File: src/rtl/spmv_loader_if.sv
// spmv_loader_if: upstream beat stream (dense-vector and COO weight entries) into the loader
interface spmv_loader_if;
  logic       s_valid;
  logic       s_ready;
  logic       s_type;
  logic       s_last;
  logic [4:0] s_row;
  logic [4:0] s_col;
  logic [7:0] s_data;
  modport master (output s_valid, s_type, s_row, s_col, s_data, s_last, input s_ready);
  modport slave (input s_valid, s_type, s_row, s_col, s_data, s_last, output s_ready);
endinterface

File: src/rtl/spmv_loader.sv
// spmv_loader: forwards vector entries, buffers a job's COO weights and replays them as one gap-free burst
module spmv_loader #(
  parameter int DEPTH = 64
) (
  input  logic         clk,
  input  logic         rst,
  spmv_loader_if.slave s,
  output logic         in_valid,
  output logic         weight_valid,
  output logic [4:0]   in_row,
  output logic [4:0]   in_col,
  output logic [7:0]   in_data,
  input  logic         spmv_finish,
  output logic         job_done,
  output logic         err_overflow,
  output logic [8:0]   burst_len
);
  localparam int AW = $clog2(DEPTH);
  typedef enum logic [1:0] {FILL, BURST, WAIT, FLUSH} state_t;
  state_t        state, state_n;
  logic [17:0]   mem [DEPTH];
  logic [17:0]   head;
  logic [AW-1:0] wr_ptr, rd_ptr;
  logic [AW:0]   count;
  logic          acc, fill_acc, is_vec, full, push, pop, clr, new_job, job_start;
  assign s.s_ready = state == FILL || state == FLUSH;
  assign acc       = s.s_valid && s.s_ready;
  assign fill_acc  = acc && state == FILL;
  assign is_vec    = fill_acc && !s.s_type;
  assign full      = count == (AW+1)'(DEPTH);
  assign head      = mem[rd_ptr];
  // a job boundary: entering FILL from elsewhere, or an overflowing last beat that keeps us in FILL
  assign new_job   = (state != FILL && state_n == FILL) || (state == FILL && clr);
  always_comb begin
    state_n = state;
    push = 1'b0;
    pop = 1'b0;
    clr = 1'b0;
    case (state)
      FILL: if (fill_acc && s.s_type) begin
        push = !full;
        clr = full;
        state_n = full ? (s.s_last ? FILL : FLUSH) : (s.s_last ? BURST : FILL);
      end
      BURST: begin
        pop = count != '0;
        state_n = count <= (AW+1)'(1) ? WAIT : BURST;
      end
      WAIT: begin
        clr = spmv_finish;
        state_n = spmv_finish ? FILL : WAIT;
      end
      FLUSH: state_n = (acc && s.s_type && s.s_last) ? FILL : FLUSH;
      default: state_n = FILL;
    endcase
  end
  always_ff @(posedge clk)
    if (push) mem[wr_ptr] <= {s.s_row, s.s_col, s.s_data};
  always_ff @(posedge clk) begin
    if (rst) begin
      state        <= FILL;
      wr_ptr       <= '0;
      rd_ptr       <= '0;
      count        <= '0;
      in_valid     <= 1'b0;
      weight_valid <= 1'b0;
      in_row       <= '0;
      in_col       <= '0;
      in_data      <= '0;
      job_done     <= 1'b0;
      err_overflow <= 1'b0;
      burst_len    <= '0;
      job_start    <= 1'b1;
    end else begin
      state        <= state_n;
      wr_ptr       <= clr ? '0 : wr_ptr + AW'(push);
      rd_ptr       <= clr ? '0 : rd_ptr + AW'(pop);
      count        <= clr ? '0 : count + (AW+1)'(push) - (AW+1)'(pop);
      in_valid     <= is_vec;
      weight_valid <= pop;
      in_row       <= pop ? head[17:13] : is_vec ? s.s_row : '0;
      in_col       <= pop ? head[12:8] : '0;
      in_data      <= pop ? head[7:0] : is_vec ? s.s_data : '0;
      job_done     <= state == WAIT && spmv_finish;
      burst_len    <= (push && s.s_last) ? 9'(count) + 9'd1 : burst_len;
      err_overflow <= (fill_acc && s.s_type && full) ? 1'b1 : (fill_acc && job_start) ? 1'b0 : err_overflow;
      job_start    <= new_job ? 1'b1 : fill_acc ? 1'b0 : job_start;
    end
  end
endmodule
File: src/flat_wrapper.sv
// flat-port wrapper written by rule: the top's interface ports become plain ports
module spmv_loader_flat 
#(
  parameter int DEPTH = 64
)
  (clk, rst, in_valid, weight_valid, in_row, in_col, in_data, spmv_finish, job_done, err_overflow, burst_len, s_s_valid, s_s_type, s_s_row, s_s_col, s_s_data, s_s_last, s_s_ready);
  spmv_loader_if s_i ();
  input  logic clk;
  input  logic rst;
  output logic in_valid;
  output logic weight_valid;
  output logic [4:0] in_row;
  output logic [4:0] in_col;
  output logic [7:0] in_data;
  input  logic spmv_finish;
  output logic job_done;
  output logic err_overflow;
  output logic [8:0] burst_len;
  input wire logic [$bits(s_i.s_valid)-1:0] s_s_valid;
  input wire logic [$bits(s_i.s_type)-1:0] s_s_type;
  input wire logic [$bits(s_i.s_row)-1:0] s_s_row;
  input wire logic [$bits(s_i.s_col)-1:0] s_s_col;
  input wire logic [$bits(s_i.s_data)-1:0] s_s_data;
  input wire logic [$bits(s_i.s_last)-1:0] s_s_last;
  output wire logic [$bits(s_i.s_ready)-1:0] s_s_ready;
  assign s_i.s_valid = s_s_valid;
  assign s_i.s_type = s_s_type;
  assign s_i.s_row = s_s_row;
  assign s_i.s_col = s_s_col;
  assign s_i.s_data = s_s_data;
  assign s_i.s_last = s_s_last;
  assign s_s_ready = s_i.s_ready;
  spmv_loader #(.DEPTH(DEPTH)) u_core (.clk(clk), .rst(rst), .s(s_i), .in_valid(in_valid), .weight_valid(weight_valid), .in_row(in_row), .in_col(in_col), .in_data(in_data), .spmv_finish(spmv_finish), .job_done(job_done), .err_overflow(err_overflow), .burst_len(burst_len));
endmodule
File: config.mk
export PLATFORM = sky130hd
export DESIGN_NAME = spmv_loader_flat
export DESIGN_NICKNAME = d
export VERILOG_FILES = /design/src/rtl/spmv_loader_if.sv /design/src/rtl/spmv_loader.sv /design/src/flat_wrapper.sv
export SDC_FILE = /design/constraint.sdc
export NUM_CORES = 1
export LEC_CHECK = 0
export ABC_CLOCK_PERIOD_IN_PS = 5480
export BUFFER_PORTS_ARGS = -buffer_cell sky130_fd_sc_hd__buf_2
export CAP_MARGIN = 5
export CORE_ASPECT_RATIO = 0.9
export CORE_MARGIN = 2
export CORE_UTILIZATION = 60
export DETAILED_ROUTE_END_ITERATION = 8
export GPL_TIMING_DRIVEN = 0
export PLACE_DENSITY = 0.76
export SYNTH_ARGS = -nofsm -noshare
export SYNTH_HDL_FRONTEND = slang
export SYNTH_SLANG_ARGS = --single-unit
File: constraint.sdc
create_clock -name clk -period 5.48 [get_ports clk]
set_input_delay 0.548 -clock clk [delete_from_list [all_inputs] [get_ports clk]]
set_output_delay 0.548 -clock clk [all_outputs]
set_load 0.005 [all_outputs]
* After elaboration in Yosys (flattened, before gate mapping) *
Memory sizes are Yosys's and may differ from the RTL's. A register that Yosys moved wholly into a read port is not among the register bits.
Cells that the tools add are included.

word-level totals
  output and inout bits = 32
  RAM bits = 1152
  register bits after elaboration = 53
  memories = 1

cells by class
  muxes and demuxes = 22
  bitwise logic cells = 1
  reductions and logical operators = 24
  $lt $le $gt $ge = 1
  $add $sub $neg = 5
  equality and inequality tests = 4

memories
  name        depth  width  rd ports  clocked after Yosys merged registers in  write ports  RTL line           RTL
  u_core.mem  64     18     1         1                                        1            spmv_loader.sv:21  logic [17:0] mem [DEPTH];

operators with widths
  kind                   count
  $mux W8                2
  $add A6 B1 Y6          2
  $logic_and A1 B1 Y1    12
  $mux W2                6
  $mux W5                2
  $mux W1                9
  $add A7 B1 Y8 const B  1
  $pmux W2 S4            1
  $add A7 B1 Y7          1
  $eq A7 B7 Y1 const B   1
  $le A7 B1 Y1 const B   1
  $reduce_bool A7 Y1     1
  $sub A7 B1 Y7          1
  $mux W6                1
  $reduce_or A2 Y1       3
  $eq A2 B2 Y1 const B   2
  $logic_not A2 Y1       2
  $reduce_bool A2 Y1     2
  $eq A2 B1 Y1 const B   1
  $logic_not A1 Y1       2
  $logic_or A1 B1 Y1     2
  $pmux W1 S2            1
  $not A1 Y1             1

* Longest topological paths before layout *
Gate-level depths: netlist (run 1).

  depth after elaboration = 11
  mapped depth = 16

* Worst setup path after synthesis (run 1) *
Ideal clock, no wire load.

  path kind = register to register
  start = reg u_core.count[1]
  end = reg u_core.count[6]
  arrival time = 2.963 ns
  period minus slack after synthesis = 3.081 ns
  setup time = 0.119 ns
  stages on the path, launching flop included = 17
  setup slack = 2.399 ns
  cells stage by stage = dfxtp_1 -> inv_1 -> ha_1 -> and4b_1 -> nor2_1 -> clkbuf_1 -> ha_1 -> inv_1 -> ha_1 -> inv_1 -> fa_1 -> o21bai_1 -> a21oi_1 -> o21bai_1 -> a21oi_1 -> xnor2_1 -> nor2_1

RTL lines
  item                    RTL line           RTL
  start, declared         spmv_loader.sv:24  logic [AW:0] count;
  start signal, assigned  spmv_loader.sv:78  count <= clr ? '0 : count + (AW+1)'(push) - (AW+1)'(pop);
  $reduce_bool A7 Y1      spmv_loader.sv:46  pop = count != '0;
  $mux W1                 spmv_loader.sv:39  case (state)
  net u_core.pop          spmv_loader.sv:25  logic acc, fill_acc, is_vec, full, push, pop, clr, new_job, job_start;
  $sub A7 B1 Y7           spmv_loader.sv:78

The timed path passes the listed nets, and every way through them passes these cells.
A chain may end at the register's enable or synchronous reset.

* Worst setup path in the final report (run 1) *
Ends and elaborated chain as after synthesis.

==> flow_metrics.py, run 1 <==
metrics = {
    "synth": {
        "ys_async_sr_fraction": 0,
        "netlist_area_um2": 46400,
        "synthFlopType": "edfxtp_1",
        "ys_warn_count": 0,
        "synthDistinctLibCells": 50,
        "synth_nets": 2201,
        "synthCells": 2144,
        "synth-edff-count": 1152,
        "synth-seq-area-share": 0.768,
        "ys_seq_elements": 1204,
        "post_synth.cell_area_avg_um2": 21.6,
    },
    "global_route": {
        "gr-total-overflow": 0,
        "grt_max_degree": 66,
        "antenna_found_initial": 7,
        "grt_pass1_wl_um": 171000,
        "grt_pass1_vias": 23700,
        "grt.total_usage": 0.308,
    },
    "detailed_routing": {
        "drtIter0Drc": 3671,
        "via_per_inst": 6.79,
        "routed_wl_um": 121000,
        "first_pass_iters": 6,
        "wl_per_cell_um": 34.5,
        "route.detailed.drc": 0,
        "vias": 23700,
        "antenna_left": 0,
    },
    "power_and_ir_drop": {
        "p_seq_frac": 0.483,
        "power.internal_mw": 16.1,
        "p_per_area_nw_per_um2": 400,
        "combPwrFrac": 0.149,
        "p_sw_frac": 0.243,
        "p_leak_nw": 16.5,
        "p_sw_mw": 5.17,
        "ir_worst_vdd_v": 0.000301,
        "power.clock.fraction": 0.368,
    },
    "timing": {
        "skew_ns": 0.0267,
        "final_max_slew_viol_count": 0,
        "rsz0062_at_grt": "false",
        "worst_pin_slew_ns": 1.38,
        "fin_crit_ns": 4.27,
        "setup_tns_ns": 0,
        "hold_violations": 0,
        "maxSlewHeadroom": 0.0811,
        "setup_viol": 0,
        "min_period_over_period": 0.778,
        "timing.final.ws_setup_ns": 1.21,
        "fmax_ghz": 0.234,
    },
    "clock_network": {
        "worstSkewPairLatency_ns": 0.69,
        "cts_setup_buffers": 0,
        "cts_root_buf": "clkbuf_16",
        "cts_resized": 0,
        "htree_num_levels": 3,
        "clk_pin_slew_ns": 0.07,
        "clockBufferDepth": 3,
        "cts_hold_buf": 0,
        "cts_buffers": 110,
        "tritoncts": "yes",
        "clock-sinks": 1204,
    },
    "critical_path": {
        "reg2reg_from": "u_core.count[1]",
        "crit_start": "u_core.count[1]",
        "cp.arrival_ns": 4.82,
        "path_class": "flop to flop",
        "cp.required_ns": 6.03,
        "rr_worst_depth": 16,
        "critPathMaxFanout": 11,
        "startpoint_type": "flop",
        "crit_path_end_kind": "flop",
    },
    "worst_hold_path": {
        "hold_start": "spmv_finish",
        "holdCritPathClass": "primary input to flop",
        "hold_depth": 3,
    },
    "finish": {
        "nets": 2431,
        "drive_above_1_share": 0.288,
        "fin_area_um2": 53100,
        "area.growth.synth_to_final_pct": 14.4,
    },
    "placed_design": {
        "dp_slack_ns": 1.42,
        "place_congestion": 0.969,
        "hpwl_um": 77000,
        "portBuffers": 53,
        "dpl_cell_area_um2": 49400,
    },
    "die": {
        "io_pins": 56,
        "die_area_um2": 79500,
        "start_util": 0.607,
        "die_y_um": 268,
        "num_rows": 96,
        "die_w_um": 297,
        "fp.coreArea_um2": 76400,
    },
    "outcome": {
        "status": "completed",
    },
    "job": {
        "cap_violations": 0,
    },
}
[power groups by stage]
| stage | registers [mW] | clock network (mW) | logic, mW |
|---|---|---|---|
| after CTS | 10.2 | 7.86 | 3.14 |
| final | 10.2 | 7.81 | 3.17 |
| after global placement | 10.4 | 0 | 3.04 |
| after floorplan | 10.4 | 0 | 2.04 |
| after detailed placement | 10.4 | 0 | 3.10 |
| after global routing | 10.2 | 8.19 | 3.33 |
[cell type report]
type | instances | area [um^2]
plain buffers | 115 | 607
flip-flops and latches | 1204 | 35600
inverters | 19 | 71.3
multi-input cells | 806 | 10200
diodes | 2 | 5.00
well taps | 1029 | 1290
repair buffers | 118 | 1570
clock inverters | 59 | 657
fillers | 4504 | 23300
clock buffers | 144 | 3010
[kinds of logic after synthesis]
| group | share of synthesized area |
|---|---|
| AO/OA/AOI/OAI | 0.0293 |
| XOR/XNOR | 0.00340 |
| adder cells (fa/ha/maj) | 0.00907 |
| buffers and inverters | 0.0146 |
| flip-flops | 0.768 |
| multiplexers | 0.153 |
| other | 0.0000809 |
| AND/OR/NAND/NOR | 0.0216 |
[state kept, by name, summed over array words and instances (netlist names)]
| register | count |
|---|---|
| u_core.mem | 1152 |
| u_core.burst_len | 8 |
| u_core.in_data | 8 |
| u_core.count | 7 |
| u_core.rd_ptr | 6 |
| u_core.wr_ptr | 6 |
| u_core.in_col | 5 |
| u_core.in_row | 5 |
| u_core.state | 2 |
| u_core.err_overflow | 1 |
| u_core.in_valid | 1 |
| u_core.job_done | 1 |
| u_core.job_start | 1 |
| u_core.weight_valid | 1 |
[final timing paths]
check / slack [ns] / endpoint
max: 1.21 / u_core.count[6]
min: 0.15 / u_core.job_done
max reg2reg: 1.21 / u_core.count[6]
min reg2reg: 0.47 / u_core.err_overflow
[worst max-delay path, stage by stage (launching register included)]
cell      delay, ns
dfxtp_1        0.48
inv_1          0.17
ha_1           0.23
and4b_1        0.23
nor2_1         0.51
clkbuf_1       0.66
ha_1           0.37
inv_1          0.06
ha_1           0.16
inv_1          0.06
fa_1           0.44
o21bai_1       0.17
a21oi_1        0.12
o21bai_1       0.16
a21oi_1        0.10
xnor2_1        0.17
nor2_1         0.05
[metrics by stage]
step	power, mW	util	hold WS [ns]	instances
6_report	21.2	0.695	0.145	3496
5_1_grt	21.8	0.695	0.127	3494
4_1_cts	21.2	0.694	0.115	3493
3_5_place_dp	13.5	0.646	0.454	3290
3_3_place_gp	13.5	0.627	0.454	3226
2_1_floorplan	12.5	-	0.453	2144
[cells in the final DEF (no fill, tap or decap), types with 10 or more instances in the layout]
master	count
and2_1	11
clkbuf_1	62
nor3_1	15
a21oi_1	48
o211ai_1	10
nor2b_1	16
buf_2	88
ha_1	32
xnor2_1	13
mux4_2	295
nor2_1	46
bufinv_16	14
a211oi_1	13
a22oi_1	43
nand2_1	30
o22ai_1	10
buf_16	25
dfxtp_1	52
inv_1	19
a221oi_1	26
buf_8	39
a22o_1	20
mux2i_1	44
nor2_2	64
clkinv_1	22
clkinv_2	14
buf_4	25
edfxtp_1	1152
nand3_1	14
clkbuf_16	113
buf_1	10
[synthesized netlist by cell type, drive strengths merged, types with 2 or more instances]
master	count	share of area
dfxtp	52	0.022
nand2	30	0.0024
o21ai	9	0.00097
a22oi	43	0.0070
clkbuf	38	0.0031
mux2	3	0.00073
o21bai	4	0.00065
nor2	110	0.0089
o311ai	3	0.00057
a31oi	3	0.00040
nor3	15	0.0016
o22ai	10	0.0013
nand3b	2	0.00032
a221oi	26	0.0049
a22o	20	0.0038
buf	77	0.010
and2	11	0.0015
or3b	2	0.00038
inv	19	0.0015
xnor2	13	0.0025
ha	32	0.0086
nor2b	16	0.0022
mux2i	44	0.0095
nand2b	7	0.00094
o211ai	10	0.0016
a21oi	48	0.0052
nand3	14	0.0015
mux4	295	0.14
or3	3	0.00040
edfxtp	1152	0.75
a211oi	13	0.0021
xor2	5	0.00094
or2	3	0.00040
[metal layers]
metal	up-vias	global-route usage	routed length (um)
li1	9433	-	-
met1	12300	0.408	43300
met2	1707	0.490	57100
met3	308	0.0879	14400
met4	8	0.127	5790
met5	-	0	43
No activity file was read; power rests on OpenSTA's default activity.
==> run 2, diff against run 1 <==
--- a/config.mk
+++ b/config.mk
@@ -5,15 +5,15 @@
 export SDC_FILE = /design/constraint.sdc
 export NUM_CORES = 1
 export LEC_CHECK = 0
-export ABC_CLOCK_PERIOD_IN_PS = 5480
+export ABC_CLOCK_PERIOD_IN_PS = 3750
 export BUFFER_PORTS_ARGS = -buffer_cell sky130_fd_sc_hd__buf_2
 export CAP_MARGIN = 5
 export CORE_ASPECT_RATIO = 0.9
 export CORE_MARGIN = 2
-export CORE_UTILIZATION = 60
+export CORE_UTILIZATION = 56
 export DETAILED_ROUTE_END_ITERATION = 8
 export GPL_TIMING_DRIVEN = 0
-export PLACE_DENSITY = 0.76
+export PLACE_DENSITY = 0.75
 export SYNTH_ARGS = -nofsm -noshare
 export SYNTH_HDL_FRONTEND = slang
 export SYNTH_SLANG_ARGS = --single-unit
==> constraint.sdc (replaced) <==
create_clock -name clk -period 3.75 [get_ports clk]
set_input_delay 0.375 -clock clk [delete_from_list [all_inputs] [get_ports clk]]
set_output_delay 0.375 -clock clk [all_outputs]
set_load 0.005 [all_outputs]
==> flow_metrics.py, run 2 (synthesis results as in run 1) <==
metrics = {
    "critical_path": {
        "crit_path_end_kind": "flop",
        "path_cells": "buf_2, buf_2, buf_1, mux4_2, a221oi_1, o22ai_1, nor3_1, nor2_1",
        "critPathMaxFanout": 10,
        "reg2reg_from": "u_core.rd_ptr[1]",
        "rrSetupSlack_ns": 0.06,
        "path_depth": 8,
        "worst_path_max_delay_cell": "buf_1",
        "cpPeakStageDelay_ns": 0.67,
        "cp.required_ns": 4.30,
        "worst_path_most_repeated_cell": "buf_2",
        "path_class": "flop to flop",
        "cp.arrival_ns": 4.24,
        "startpoint_type": "flop",
        "rr_worst_depth": 8,
        "critical-path-top-delay-family": "buffers and inverters",
        "reg2reg_to": "u_core.in_row[3]",
        "cp.buffers_inverters": 3,
    },
    "clock_network": {
        "tritoncts": "yes",
        "cts_root_buf": "clkbuf_16",
        "clockBufferDepth": 3,
        "htree_num_levels": 3,
        "clock-sinks": 1204,
        "cts_buffers": 110,
        "worstSkewPairLatency_ns": 0.69,
        "clk_pin_slew_ns": 0.07,
    },
    "die": {
        "die_w_um": 307,
        "fp.coreArea_um2": 82300,
        "die_area_um2": 85100,
        "die_y_um": 277,
        "num_rows": 100,
        "start_util": 0.563,
        "io_pins": 56,
    },
    "worst_hold_path": {
        "hold_depth": 4,
        "holdCritPathClass": "primary input to flop",
        "hold_start": "s_s_valid",
        "whs_endpoint": "u_core.err_overflow",
    },
    "finish": {
        "final_core_util": 0.645,
        "layout_common_cells": "edfxtp_1, mux4_2, clkbuf_16",
        "largest_reg_flops": 1152,
        "final_common_cell": "edfxtp_1",
        "drive_above_1_share": 0.291,
        "area.growth.synth_to_final_pct": 14.5,
        "fin_area_um2": 53100,
        "largest_registers": "u_core.mem: 1152 flops, u_core.burst_len: 8 flops, u_core.in_data: 8 flops",
        "top_register": "u_core.mem",
        "multi_input_area_um2": 10300,
        "final-seq-area_um2": 35600,
        "n_fill_cell": 5236,
        "nets": 2435,
    },
    "timing": {
        "maxSlewHeadroom": 0.0678,
        "rsz0062_at_grt": "false",
        "setup_viol": 0,
        "worst_pin_slew_ns": 1.40,
        "fin_crit_ns": 3.69,
        "hold_violations": 0,
        "skew_ns": 0.0214,
        "min_period_over_period": 0.983,
        "fmax_ghz": 0.271,
        "final_max_slew_viol_count": 0,
        "timing.final.ws_setup_ns": 0.0629,
    },
    "power_and_ir_drop": {
        "p_per_area_nw_per_um2": 578,
        "finalPower_mw": 30.7,
        "ir_worst_vdd_v": 0.000472,
        "p_leak_nw": 16.5,
    },
    "global_route": {
        "grt_pass1_vias": 23500,
        "gr-total-overflow": 0,
        "antenna_found_initial": 4,
        "grt_pass1_wl_um": 170000,
        "grt.total_usage": 0.286,
        "grt_max_degree": 66,
    },
    "detailed_routing": {
        "via_per_inst": 6.67,
        "route.detailed.drc": 0,
        "wl_per_cell_um": 33.9,
        "drtIter0Drc": 3688,
        "routed_wl_um": 120000,
        "vias": 23600,
        "antenna_left": 0,
        "first_pass_iters": 5,
    },
    "placed_design": {
        "place_congestion": 0.971,
        "dp_slack_ns": -0.254,
        "portBuffers": 53,
        "dpl_cell_area_um2": 49400,
        "hpwl_um": 78200,
    },
    "outcome": {
        "status": "completed",
    },
    "job": {
        "cap_violations": 0,
    },
}
run 2: cell types whose count changed in the layout (fill, tap and decap cells not counted), moves of 2 or more:
cell / before / now
clkinv_8: 0 / 2
buf_12: 1 / 4
buf_4: 25 / 23
nor2_4: 0 / 6
inv_6: 2 / 4
clkinv_1: 22 / 20
clkbuf_16: 113 / 111
clkbuf_1: 62 / 64
buf_2: 88 / 90
bufinv_16: 14 / 9
nor2_2: 64 / 59
clkinv_2: 14 / 17
run 2: final cells by class:
type,count,share of cell area
repair buffers,122,0.0309
multi-input cells,806,0.193
clock buffers,144,0.0558
clock inverters,61,0.0111
inverters,19,0.00134
flip-flops and latches,1204,0.671
plain buffers,115,0.0115
diodes,1,0.0000471
well taps,1071,0.0252
run 2: how the worst max path moves through the flow:
stage                          start            endpoint  slack, ns
floorplan            u_core.count[1]     u_core.count[6]       0.67
global placement     u_core.count[0]   u_core.mem[22][0]      -0.56
detailed placement   u_core.count[1]     u_core.count[6]      -0.25
CTS                  u_core.count[1]  u_core.mem[22][14]       0.06
global route         u_core.state[0]   u_core.mem[24][7]      0.003
finish              u_core.rd_ptr[1]    u_core.in_row[3]       0.06
run 2: metal layers:
layer,GRT usage,vias up,routed length (um)
li1,-,9444,-
met1,0.400,12400,45100
met2,0.435,1558,56000
met3,0.0726,230,13400
met4,0.120,2,5550
met5,0,-,13
run 2: where the power goes:
part	switching (mW)	total, mW	internal, mW
Combinational	2.65	4.65	2.00
Clock	4.85	11.1	6.21
Sequential	0.0964	15.0	14.9
Total	7.60	30.7	23.1
run 2: through the flow:
step / std cells / hold slack, ns / setup TNS [ns]
floorplan: 2144 / 0.453 / 0
global placement: 3268 / 0.446 / -271.21
detailed placement: 3333 / 0.455 / -0.316
CTS: 3539 / 0.0323 / 0
global route: 3542 / 0.0749 / 0
finish: 3543 / 0.0529 / 0
run 2: worst register-to-register path, cell delays in order, from the launching register on:
cell and delay [ns]:
dfxtp_1 0.37, buf_2 0.25, buf_2 0.45, buf_1 0.68, mux4_2 0.46, a221oi_1 0.49, o22ai_1 0.43, nor3_1 0.34
nor2_1 0.10
run 2: timing repair:
| item | CTS | global route |
|---|---|---|
| resized for setup | 2 | 11 |
| setup buffers | 0 | 0 |
| hold buffers | 1 | 0 |
| hold endpoints to repair | 1 | 0 |
| pin swaps | 0 | 0 |
| setup endpoints to repair | 2 | 43 |
| gates cloned | 0 | 0 |
